===== src/rtl/dual_priority_encoder_pkg.sv =====
// Shared constants for the dual priority encoder.
//   DPE_N     : default request vector width
//   DPE_W     : default code width (2**DPE_W >= DPE_N)
//   CODE_NONE : code driven whenever a result is not valid
package dual_priority_encoder_pkg;
  localparam int DPE_N     = 12;
  localparam int DPE_W     = 4;
  localparam int CODE_NONE = 0;
endpackage


===== src/rtl/dual_priority_encoder_priority_find_first.sv =====
// priority_find_first: combinational MSB-first priority finder.
// Ports:
//   vec    in  N  request vector, vec[N-1] has highest priority
//   code   out W  code k of winning bit vec[N-1-k]; CODE_NONE if none set
//   found  out 1  at least one bit of vec set
//   onehot out N  one-hot mask of the winning bit; '0 if none set
module priority_find_first
  import dual_priority_encoder_pkg::*;
#(
  parameter int N = DPE_N,
  parameter int W = DPE_W
) (
  input  logic [N-1:0] vec,
  output logic [W-1:0] code,
  output logic         found,
  output logic [N-1:0] onehot
);

  // Scan LSB to MSB so the highest set bit is the last to overwrite.
  always_comb begin
    code   = W'(CODE_NONE);
    onehot = '0;
    for (int unsigned i = 0; i < N; i++) begin
      if (vec[i]) begin
        code      = W'(N - 1 - int'(i));
        onehot    = '0;
        onehot[i] = 1'b1;
      end
    end
  end

  assign found = |vec;

endmodule


===== src/rtl/dual_priority_encoder.sv =====
// dual_priority_encoder: registered two-winner priority picker, latency 1.
// Ports:
//   clk    in  1  rising-edge clock
//   reset  in  1  synchronous active-high reset, clears all outputs
//   A      in  N  request vector, A[N-1] highest priority (code 0)
//   Y_1    out W  code of highest-priority set bit (0 when V_1=0)
//   Y_2    out W  code of second-highest set bit (0 when V_2=0)
//   V_1    out 1  at least one bit of A set
//   V_2    out 1  at least two bits of A set
module dual_priority_encoder
  import dual_priority_encoder_pkg::*;
#(
  parameter int N = DPE_N,
  parameter int W = DPE_W
) (
  input  logic         clk,
  input  logic         reset,
  input  logic [N-1:0] A,
  output logic [W-1:0] Y_1,
  output logic [W-1:0] Y_2,
  output logic         V_1,
  output logic         V_2
);

  logic [W-1:0] code1, code2;
  logic         found1, found2;
  logic [N-1:0] onehot1, onehot2_unused;
  logic [N-1:0] masked;

  logic [W-1:0] y1_d, y1_q, y2_d, y2_q;
  logic         v1_d, v1_q, v2_d, v2_q;

  priority_find_first #(.N(N), .W(W)) u_first (
    .vec    (A),
    .code   (code1),
    .found  (found1),
    .onehot (onehot1)
  );

  // Second winner: remove the first winner and re-encode.
  assign masked = A & ~onehot1;

  priority_find_first #(.N(N), .W(W)) u_second (
    .vec    (masked),
    .code   (code2),
    .found  (found2),
    .onehot (onehot2_unused)
  );

  always_comb begin
    y1_d = code1;
    y2_d = code2;
    v1_d = found1;
    v2_d = found2;
  end

  always_ff @(posedge clk) begin
    if (reset) begin
      y1_q <= W'(CODE_NONE);
      y2_q <= W'(CODE_NONE);
      v1_q <= 1'b0;
      v2_q <= 1'b0;
    end else begin
      y1_q <= y1_d;
      y2_q <= y2_d;
      v1_q <= v1_d;
      v2_q <= v2_d;
    end
  end

  assign Y_1 = y1_q;
  assign Y_2 = y2_q;
  assign V_1 = v1_q;
  assign V_2 = v2_q;

endmodule


===== config.mk =====
export PLATFORM = sky130hd
export DESIGN_NAME = dual_priority_encoder
export DESIGN_NICKNAME = d
export VERILOG_FILES = /design/src/rtl/dual_priority_encoder_pkg.sv /design/src/rtl/dual_priority_encoder_priority_find_first.sv /design/src/rtl/dual_priority_encoder.sv
export SDC_FILE = /design/constraint.sdc
export NUM_CORES = 1
export LEC_CHECK = 0
export ABC_AREA = 0
export BUFFER_PORTS_ARGS = -buffer_cell sky130_fd_sc_hd__buf_2
export CORE_MARGIN = 2
export CORE_UTILIZATION = 40
export CTS_CLUSTER_DIAMETER = 100
export DETAILED_ROUTE_END_ITERATION = 6
export PLACE_DENSITY = 0.77
export SKIP_CTS_REPAIR_TIMING = 1
export SLEW_MARGIN = 20
export SYNTH_ARGS = -nofsm -noshare
export SYNTH_HDL_FRONTEND = slang
export SYNTH_SLANG_ARGS = --single-unit

===== constraint.sdc =====
create_clock -name clk -period 2.15 [get_ports clk]
set_input_delay 0.43 -clock clk [delete_from_list [all_inputs] [get_ports clk]]
set_output_delay 0.43 -clock clk [all_outputs]
set_load 0.01 [all_outputs]

==> reports/metrics.yaml <==
run_status:
  outcome: "complete, no violations"
route:
  wl_per_cell_um: 12.8
  drt_iter0_drc: 50
  ant_nets: 0
  num_vias: 753
  drc: 0
  drt_wl_total_mm: 1.66
  vias_per_cell: 5.84
  drtPass1Iterations: 4
yosys:
  yosys.area_share.simple_pct: 25.5
  ys_seq_elements: 10
  syn_avg_cell_area_um2: 7.87
  synth_cell_types: 34
  ys.flop_type: "dfxtp_1"
  synth_edf_count: 0
  muxShareOfSynthArea_pct: 0
  synth_xor_area_share_pct: 2.68
  syn_area_um2: 653
  synth_top_family_by_area: "compound AO/OA/AOI/OAI gates"
  synthCells: 83
  yosys.area_share.adder_pct: 4.60
  synth-compound-area-share_pct: 30.8
  yosysSeqAreaShare_pct: 30.7
  synth-async-reset-ratio_pct: 0
  syn_nets: 97
  ys_warn_count: 0
floorplan:
  core-area_mm2: 0.00152
  die_w_um: 44.4
  start_util_pct: 42.9
  boundaryPins: 24
  die_h_um: 44.4
  fp.dieArea_mm2: 0.00197
  num_rows: 14
layout:
  drive_above_1_share_pct: 34.5
  final_cell_mix: "23 x buf_2, 10 x dfxtp_1, 9 x buf_4, 7 x a21oi_1, 7 x nor3_1"
  area_growth_pct: 32.6
  nFillCells: 141
  nets: 128
  diodes: 0
  utilization_pct: 56.8
  layout_commonest_cell: "buf_2"
setup_path:
  criticalPathCategory: "in2reg"
  end_kind: "register"
  crit_required_ns: 2.35
  crit_path_start_kind: "input port"
  path_max_fanout: 7
  worst_ep_arrival_time_ns: 2.10
clocking:
  numCtsBuffers: 3
  cts_sinks: 10
  clkSlewWorstSetupHoldPaths_ns: 0.07
  cts_tree: "done"
  cts-root-buf: "clkbuf_4"
  ctsHtreeMaxLevel: 1
  cts_buffer_depth: 2
grt:
  overflow: 0
  grt_pass1_wl_mm: 2.53
  grt_max_degree: 13
  antenna_found_initial: 0
  gr-usage-all-layers_pct: 17.9
  grt_pass1_vias: 621
worst_hold_path:
  hold_path_class: "in2reg"
  worstHoldPathCells: 2
  worst_hold_path.endpoint: "Y_1[0]$_SDFF_PP0_"
  hold_start: "A[11]"
place:
  io_buffers: 23
  gp_congestion: 0.826
  dpl.hpwl_mm: 1.20
pwr:
  report.power.total_w: 0.000474
  irDropWorstVdd_mv: 0.222
  power.density_mw_per_mm2: 548
  leakagePower_nw: 0.382
sta:
  drv_slew: 0
  setup-tns-final_ns: 0
  hold_viol: 0
  max_clock_freq_mhz: 524
  rsz0062_at_grt: "no"
  min_period_ns: 1.91
  relSlewSlack_pct: 74.8
  worst_pin_slew_ns: 0.374
  min_period_over_period_pct: 88.7
  finalSetupViolations: 0
job:
  drv_cap: 0
[kinds of logic (layout without fill, tap and decap cells)]
family / count (synthesis) / after routing
buffers and inverters: 9 / 39
XOR/XNOR: 2 / 2
AO/OA/AOI/OAI: 29 / 29
flip-flops: 10 / 10
AND/OR/NAND/NOR: 30 / 30
adder cells (fa/ha/maj): 3 / 3
[report_power, final]
| group | leakage [nW] | internal, W | total, W | switching, W |
|---|---|---|---|---|
| clock | 0.0210 | 0.000103 | 0.000171 | 0.0000684 |
| combinational | 0.279 | 0.0000482 | 0.000107 | 0.0000584 |
| sequential | 0.0825 | 0.000194 | 0.000196 | 0.00000220 |
| total | 0.382 | 0.000345 | 0.000474 | 0.000129 |
[per-stage QoR]
step	setup WS (ns)	hold WS [ns]	std cells	cell area (um2)
global route	0.160	0.419	129	866
finish	0.243	0.398	129	866
CTS	0.255	0.393	129	866
floorplan	0.128	0.503	83	653
global placement	0.0330	0.670	125	830
detailed placement	0.00471	0.681	125	830
[cell type report]
cell class              count  area [um2]  area share, %
clock buffers               4        36.3           4.19
multi-input cells          64         415           48.0
inverters                   3        11.3           1.30
repair buffers             32         183           21.1
well taps                  16        20.0           2.31
flip-flops and latches     10         200           23.1
[cells in the mapped netlist (2+ instances only)]
cell type  number  area [um2]
o21ai_0         4        20.0
nor2b_1         2        12.5
dfxtp_1        10         200
a31oi_1         3        18.8
o22ai_1         2        12.5
nand2_1         4        15.0
maj3_1          3        30.0
nor4_1          4        25.0
a21oi_1         7        35.0
inv_1           3        11.3
buf_2           3        15.0
a21o_1          3        22.5
nor3_1          7        35.0
a211oi_1        2        15.0
nand2b_1        2        12.5
clkbuf_1        2        7.51
nor2_1          5        18.8
[registers in the layout, summed over array words and instances (netlist names)]
register	flops
Y_1	4
Y_2	4
V_1	1
V_2	1
[worst max path at each step]
| stage | from | end | slack (ns) | cells after the start |
|---|---|---|---|---|
| after floorplan | A[5] | V_2$_SDFF_PP0_ | 0.13 | 6 |
| after global placement | A[10] | Y_2[0]$_SDFF_PP0_ | 0.03 | 6 |
| after detailed placement | A[10] | Y_2[0]$_SDFF_PP0_ | 0.005 | 6 |
| after CTS | A[10] | Y_2[0]$_SDFF_PP0_ | 0.26 | 6 |
| after global routing | A[10] | Y_2[3]$_SDFF_PP0_ | 0.16 | 6 |
| final | A[10] | Y_2[0]$_SDFF_PP0_ | 0.24 | 6 |
[routing by layer]
metal	vias up	GRT usage, %	part of all wire (%)
met5	-	0	0
met1	333	21.1	44
met3	5	4.49	7.1
li1	376	-	-
met2	39	28.2	46
met4	0	12.7	2.9
[worst max-delay path: stages]
cell     delay, ns
buf_2         0.13
or4_1         0.62
o32ai_2       0.24
a21oi_1       0.06
or4b_1        0.46
o22ai_1       0.17
(Power assumes the default switching activity.)
